===== config.mk =====
export PLATFORM = sky130hd
export DESIGN_NAME = keypad_emulator_flat
export DESIGN_NICKNAME = d
export VERILOG_FILES = /design/src/rtl/keypad_emulator_if.sv /design/src/rtl/keypad_emulator.sv /design/src/flat_wrapper.sv
export SDC_FILE = /design/constraint.sdc
export NUM_CORES = 1
export LEC_CHECK = 0
export BUFFER_PORTS_ARGS = -buffer_cell sky130_fd_sc_hd__buf_2
export CAP_MARGIN = 20
export CORE_ASPECT_RATIO = 0.9
export CORE_MARGIN = 4
export CORE_UTILIZATION = 45
export CTS_CLUSTER_SIZE = 20
export DETAILED_ROUTE_END_ITERATION = 8
export GPL_TIMING_DRIVEN = 0
export PLACE_DENSITY_LB_ADDON = 0.12
export SLEW_MARGIN = 20
export SYNTH_ARGS = -nofsm -noshare
export SYNTH_HDL_FRONTEND = slang
export SYNTH_SLANG_ARGS = --single-unit
export TNS_END_PERCENT = 1

===== constraint.sdc =====
create_clock -name clock -period 5.5 [get_ports clock]
set_input_delay 0.825 -clock clock [delete_from_list [all_inputs] [get_ports clock]]
set_output_delay 0.825 -clock clock [all_outputs]
set_load 0.01 [all_outputs]

===== src/rtl/keypad_emulator_if.sv =====
// keypad_emulator_if: press-request port plus column-drive/row-sense lines of the emulated keypad.
interface keypad_emulator_if #(parameter int HOLD_W = 16);
   logic [3:0] col, row, key_code;
   logic req_valid, req_ready, contact, busy, done;
   logic [HOLD_W-1:0] hold_cycles;
   modport master (
      output col, req_valid, key_code, hold_cycles,
      input row, req_ready, contact, busy, done
   );
   modport slave (
      input col, req_valid, key_code, hold_cycles,
      output row, req_ready, contact, busy, done
   );
endinterface


===== src/rtl/keypad_emulator.sv =====
// keypad_emulator: 4x4 matrix keypad responder with queued press/hold/release/gap sequencing.
// Define KEYPAD_BOUNCE_EN to build the LFSR-driven press and release bounce states.
module keypad_emulator #(
   parameter int HOLD_W = 16,
   parameter int BOUNCE_CYCLES = 8,
   parameter int GAP_CYCLES = 4
) (
   input logic clock,
   input logic reset,
   keypad_emulator_if.slave kp
);
   localparam int BW = $clog2(BOUNCE_CYCLES + 1);
   localparam int GW = $clog2(GAP_CYCLES + 1);
   localparam int CW = HOLD_W > BW ? (HOLD_W > GW ? HOLD_W : GW) : (BW > GW ? BW : GW);
   localparam logic [CW-1:0] G_LD = GAP_CYCLES == 0 ? '0 : CW'(GAP_CYCLES - 1);
`ifdef KEYPAD_BOUNCE_EN
   typedef enum logic [2:0] {IDLE, PRESS_BOUNCE, HOLD, RELEASE_BOUNCE, GAP} state_t;
`else
   typedef enum logic [1:0] {IDLE, HOLD, GAP} state_t;
`endif
   localparam state_t AFTER = GAP_CYCLES == 0 ? IDLE : GAP;
   state_t state, state_n;
   logic [CW-1:0] cnt, cnt_n, hold_ld;
   logic [3:0] key;
   logic accept, last, contact_c, done_n, done_q;
   assign accept = state == IDLE && kp.req_valid;
   assign last = cnt == '0;
`ifdef KEYPAD_BOUNCE_EN
   localparam logic [CW-1:0] B_LD = CW'(BOUNCE_CYCLES - 1);
   logic [7:0] lfsr;
   logic [HOLD_W-1:0] hold_q;
   assign hold_ld = hold_q == '0 ? '0 : CW'(hold_q - HOLD_W'(1));
   always_ff @(posedge clock)
      if (reset) begin
         lfsr <= 8'hA5;
         hold_q <= '0;
      end else begin
         if (state == PRESS_BOUNCE || state == RELEASE_BOUNCE)
            lfsr <= {lfsr[6:0], lfsr[7] ^ lfsr[5] ^ lfsr[4] ^ lfsr[3]};
         if (accept) hold_q <= kp.hold_cycles;
      end
`else
   // Without bounce the hold count loads straight from the request on accept.
   assign hold_ld = kp.hold_cycles == '0 ? '0 : CW'(kp.hold_cycles - HOLD_W'(1));
`endif
   always_ff @(posedge clock)
      if (reset) begin
         state <= IDLE;
         cnt <= '0;
         key <= '0;
         done_q <= 1'b0;
      end else begin
         state <= state_n;
         cnt <= cnt_n;
         done_q <= done_n;
         if (accept) key <= kp.key_code;
      end
   always_comb begin
      state_n = state;
      cnt_n = (last || state == IDLE) ? cnt : cnt - CW'(1);
      done_n = 1'b0;
      contact_c = 1'b0;
      case (state)
         IDLE: if (accept) begin
`ifdef KEYPAD_BOUNCE_EN
            state_n = PRESS_BOUNCE;
            cnt_n = B_LD;
`else
            state_n = HOLD;
            cnt_n = hold_ld;
`endif
         end
`ifdef KEYPAD_BOUNCE_EN
         PRESS_BOUNCE: begin
            contact_c = lfsr[0];
            if (last) begin
               state_n = HOLD;
               cnt_n = hold_ld;
            end
         end
         RELEASE_BOUNCE: begin
            contact_c = lfsr[0];
            if (last) begin
               state_n = AFTER;
               cnt_n = G_LD;
               done_n = GAP_CYCLES == 0;
            end
         end
`endif
         HOLD: begin
            contact_c = 1'b1;
            if (last) begin
`ifdef KEYPAD_BOUNCE_EN
               state_n = RELEASE_BOUNCE;
               cnt_n = B_LD;
`else
               state_n = AFTER;
               cnt_n = G_LD;
               done_n = GAP_CYCLES == 0;
`endif
            end
         end
         GAP: if (last) begin
            state_n = IDLE;
            done_n = 1'b1;
         end
         default: state_n = IDLE;
      endcase
   end
   assign kp.req_ready = state == IDLE;
   assign kp.busy = state != IDLE;
   assign kp.contact = contact_c;
   assign kp.done = done_q;
   assign kp.row = (contact_c && kp.col[key[1:0]]) ? 4'b0001 << key[3:2] : 4'b0000;
endmodule

===== src/flat_wrapper.sv =====
// flat-port wrapper written by rule: the top's interface ports become plain ports
module keypad_emulator_flat 
#(
   parameter int HOLD_W = 16,
   parameter int BOUNCE_CYCLES = 8,
   parameter int GAP_CYCLES = 4
)
  (clock, reset, kp_col, kp_req_valid, kp_key_code, kp_hold_cycles, kp_row, kp_req_ready, kp_contact, kp_busy, kp_done);
  keypad_emulator_if #(.HOLD_W(HOLD_W)) kp_i ();
  input logic clock;
  input logic reset;
  input wire logic [$bits(kp_i.col)-1:0] kp_col;
  input wire logic [$bits(kp_i.req_valid)-1:0] kp_req_valid;
  input wire logic [$bits(kp_i.key_code)-1:0] kp_key_code;
  input wire logic [$bits(kp_i.hold_cycles)-1:0] kp_hold_cycles;
  output wire logic [$bits(kp_i.row)-1:0] kp_row;
  output wire logic [$bits(kp_i.req_ready)-1:0] kp_req_ready;
  output wire logic [$bits(kp_i.contact)-1:0] kp_contact;
  output wire logic [$bits(kp_i.busy)-1:0] kp_busy;
  output wire logic [$bits(kp_i.done)-1:0] kp_done;
  assign kp_i.col = kp_col;
  assign kp_i.req_valid = kp_req_valid;
  assign kp_i.key_code = kp_key_code;
  assign kp_i.hold_cycles = kp_hold_cycles;
  assign kp_row = kp_i.row;
  assign kp_req_ready = kp_i.req_ready;
  assign kp_contact = kp_i.contact;
  assign kp_busy = kp_i.busy;
  assign kp_done = kp_i.done;
  keypad_emulator #(.HOLD_W(HOLD_W), .BOUNCE_CYCLES(BOUNCE_CYCLES), .GAP_CYCLES(GAP_CYCLES)) u_core (.clock(clock), .reset(reset), .kp(kp_i));
endmodule

Yosys cells after proc, flatten, opt, wreduce, memory -nomap -nowiden --
Index checks and enable logic that the tools add are counted.
Word-level totals: register bits after elaboration 23, input port bits 27, logic and storage cells 37, output and inout port bits 8
Cells by class: reduce and logical (&&, ||, !) cells 9, eq/ne operators 5, shifts and indexed selects 1, add/sub/neg operators 2, $lt $le $gt $ge 1, muxes and demuxes 14, bitwise operators 1
Operators with widths (count):
- 16-bit two-way mux | 4
- 16-bit logical NOT | 2
- 16-bit one-hot mux with 2 select lines | 1
- 16-bit by 1-bit subtractor with 16-bit output, second input constant | 2
- 2-bit two-way mux | 3
- 2-bit by 1-bit != test with 1-bit output, second input constant | 3
- 2-bit one-hot mux with 3 select lines | 1
- 4-bit two-way mux | 1
- 1-bit by 2-bit left shift with 4-bit output, first input constant | 1
- 2-bit by 3-bit < comparator with 1-bit output, second input constant | 1
- 1-bit two-way mux | 3
- 3-bit AND reduction | 1
- 1-bit binary-select mux with 2-bit select | 1
- 2-bit by 1-bit equality test with 1-bit output, second input constant | 1
- 2-bit equality test, second input constant | 1
- 1-bit logical AND | 2
- 2-bit logical NOT | 1
- 2-bit nonzero test | 1
- 2-bit OR reduction | 1
- 1-bit logical OR | 1
- 1-bit NOT | 1

Depth between registers and ports, before layout --
depth in word-level cells 5, mapped depth 9, gate-level depth less buffers 7

Worst setup path before layout --
OpenSTA, ideal clock, no wires.
path type input-to-reg, from input kp_hold_cycles[0], to register u_core.cnt[10], stages 8, setup slack 3.099 ns, arrival time 2.278 ns, path buffers 2, setup time 0.123 ns, required time 5.377 ns, cells stage by stage inv_1 -> ha_1 -> or4b_2 -> nor4_1 -> or3_1 -> clkbuf_2 -> buf_4 -> o22ai_1
Between the ends: word-level cells in the longest chain between the ends 4, elaborated cells between the ends (all ways) 5, those cells by class add/sub (1); mux (3); reduce/logical (1)
RTL lines:
- start, declared | line flat_wrapper.sv:15 | input wire logic [$bits(kp_i.hold_cycles)-1:0] kp_hold_cycles;
- 16-bit by 1-bit subtractor with 16-bit output or 16-bit logical NOT (tied branches) | line keypad_emulator.sv:44 | assign hold_ld = kp.hold_cycles == '0 ? '0 : CW'(kp.hold_cycles - HOLD_W'(1));
- 16-bit two-way mux * | line keypad_emulator.sv:44
- 16-bit two-way mux * | line keypad_emulator.sv:64 | IDLE: if (accept) begin
- 16-bit one-hot mux with 2 select lines * | line keypad_emulator.sv:63 | case (state)
- end signal, assigned | line keypad_emulator.sv:54 | cnt <= cnt_n;
- end, declared | line keypad_emulator.sv:23 | logic [CW-1:0] cnt, cnt_n, hold_ld;
Mark *: on every way between the ends. The rest lies on a longest branch, timed or not. A chain may end at the register's enable or synchronous reset.

Worst setup path after layout --
from input kp_hold_cycles[0], to register u_core.cnt[8]
The elaborated chain is that of the path after synthesis.

==> impl_metrics.ini <==
[sta]
setup_viol = 0
finalHoldViolCount = 0
drv_slew = 0
maxSlewHeadroom_pct = 58.8
period_share_pct = 48.9
worst_pin_slew_ns = 0.613
setup_slack_ns = 2.81
fmax_mhz = 372
rsz0062_at_grt = false
finClkSkew_ns = 0.00234
period_needed_ns = 2.69
setup_tns_ns = 0

[logic_synthesis]
ys_seq_area_share_pct = 28.4
synth_area_leader_cell = dfxtp_1
synth.top_cell.area_share_pct = 28.4
synth.most_common_cell = dfxtp_1
yosys_warnings = 0
syn-num-nets = 225
syn_area_mm2 = 0.00162
syn_area_per_cell_um2 = 8.36
synth-seq-cells = 23
synth_ff_type = dfxtp_1
ys_top_cells_by_area = dfxtp_1 (28%), xnor2_1 (7.0%), xor2_1 (4.9%)
synth_edf_count = 0
netlist-cell-type-count = 48
synthArstFlopShare_pct = 0
yosys-top-cells-count = dfxtp_1 (23), nand2_1 (17), a21oi_1 (13), xnor2_1 (13), nor3_1 (12)
syn_inst = 194

[cts]
cts_resized = 0
cts-buffers-inserted = 3
ctsHoldBuffers = 0
clockBufferDepth = 2
cts_tree = yes
clkLatencyLatePin_ns = 0.26
cts_root_buf = clkbuf_8
clk_pin_slew_ns = 0.08
cts_setup_buffers = 0
clock-sinks = 23
h-tree-depth = 1

[floorplan]
rows = 20
die-area_mm2 = 0.00463
die_h_um = 65.0
io_pins = 35
core_mm2 = 0.00343
die_x_um = 71.3
start_util_pct = 47.3

[worst_setup_path]
criticalPathCategory = in -> reg
cp.arrival_ns = 2.84
cp.required_ns = 5.65
r2r_slack_ns = 3.11
end_kind = flop
timing.rr.end = u_core.cnt[8]$_SDFF_PP0_
rr_startpoint = u_core.cnt[0]$_SDFF_PP0_
start_kind = input pin
cp-startpoint = kp_hold_cycles[0]
critPathMaxFanout = 10
rr_worst_depth = 9

[finish]
diodes = 0
area_growth_pct = 16.7
post-route-util_pct = 55.2
drive_gt1_share_pct = 24.1
finalInstanceArea_mm2 = 0.00189
nets = 264
fin_cells = 276

[global_routing]
grt_pass1_wl_um = 6390
grt_overflow = 0
grt_max_degree = 13
antenna_found_initial = 0
grt_pass1_vias = 1391
globalRouteTotalUtil_pct = 16.9

[detailed_routing]
ant_nets = 0
drtIter0Drc = 109
dr.pass1.iters = 4
wire_per_inst_um = 13.9
wirelength_um = 3830
drt-vias-per-instance = 5.55
drc_errors = 0
vias = 1531

[hold_path]
min_from = u_core.key[1]$_SDFFE_PP0P_
hp-class = reg -> reg
hold_path_depth = 2
holdPathEnd = u_core.key[1]$_SDFFE_PP0P_

[pwr]
pwr_density_cell_mw_per_mm2 = 261
power_leakage_nw = 0.711
peakVddDrop_mv = 0.104

[placement]
place_area_mm2 = 0.00185
hpwl_um = 3050
place_congestion = 0.832
dp_slack_ns = 2.54
port-buffer-count = 34
dp.cells = 272

[flow_run]
drv_cap = 0

[outcome]
status = finished, final reports clean
## worst max path at each step
stage / to / slack (ns) / cells after the start
2_1_floorplan: u_core.cnt[10]$_SDFF_PP0_ / 3.10 / 8
3_3_place_gp: u_core.cnt[10]$_SDFF_PP0_ / 2.52 / 9
3_5_place_dp: u_core.cnt[10]$_SDFF_PP0_ / 2.54 / 9
4_1_cts: u_core.cnt[10]$_SDFF_PP0_ / 2.83 / 9
5_1_grt: u_core.cnt[10]$_SDFF_PP0_ / 2.73 / 9
6_report: u_core.cnt[8]$_SDFF_PP0_ / 2.81 / 9
## flip-flops by register name, indices dropped and copies added (netlist names)
signal / cells
u_core.cnt: 16
u_core.key: 4
u_core.kp.done: 1
u_core.state: 2
## per-layer routing
layer  wire length (um)  track usage [%]  share of wire, %  vias up
met3                178             1.55               4.6        4
met5                  0                0                 0        -
met1               1960             25.1                51      688
met4                 38             4.46              0.99        0
met2               1650             26.0                43       39
li1                   -                -                 -      800
## critical path, stage by stage
cell      delay [ns]
buf_2           0.13
inv_1           0.07
ha_1            0.15
or4b_2          0.58
nor4_1          0.43
or3_1           0.18
clkbuf_2        0.18
buf_4           0.20
o22ai_1         0.08
## cells by family (layout without fill, tap and decap cells)
logic type      after synthesis  after routing  share of synthesized area [%]
simple gates                 89             89                           33.8
compound gates               38             38                           15.4
xor+xnor                     23             23                           12.9
flops                        23             23                           28.4
buf+inv                      14             52                           3.78
fa+ha+maj                     4              4                           3.09
mux                           3              3                           2.62
## per-stage QoR
stage	hold WS, ns	power [mW]
after floorplan	0.441	0.338
after global placement	0.459	0.390
after detailed placement	0.463	0.389
after CTS	0.475	0.495
after global routing	0.507	0.527
final	0.478	0.494
## power by group
part | internal (mW) | switching (mW) | total [mW]
Combinational | 0.0756 | 0.102 | 0.178
Sequential | 0.186 | 0.0242 | 0.211
Clock | 0.0517 | 0.0545 | 0.106
## layout make-up
type / instances / area [um^2]
fillers: 338 / 1540
multi-input cells: 157 / 1100
flip-flops and latches: 23 / 460
repair buffers: 34 / 170
well taps: 44 / 55.1
clock buffers: 4 / 45.0
plain buffers: 7 / 35.0
inverters: 7 / 26.3
## cells in the final DEF (no fill, tap or decap), drive strengths merged, types with 2 or more instances in the layout
cell type	n
dfxtp	23
a311o	2
a21o	2
nor2	10
and2	3
nor4	6
ha	4
and4	2
a21oi	13
nand3	2
buf	38
nor3b	3
clkbuf	7
nor4b	3
nand2	17
nand4	6
nor3	14
xnor2	14
or4	5
and3	2
o21ai	3
nor2b	3
xor2	9
mux2i	2
o22ai	12
inv	7
nand2b	3
or3	6
or2	2
Note: power is estimated with default switching activity, not from simulation.
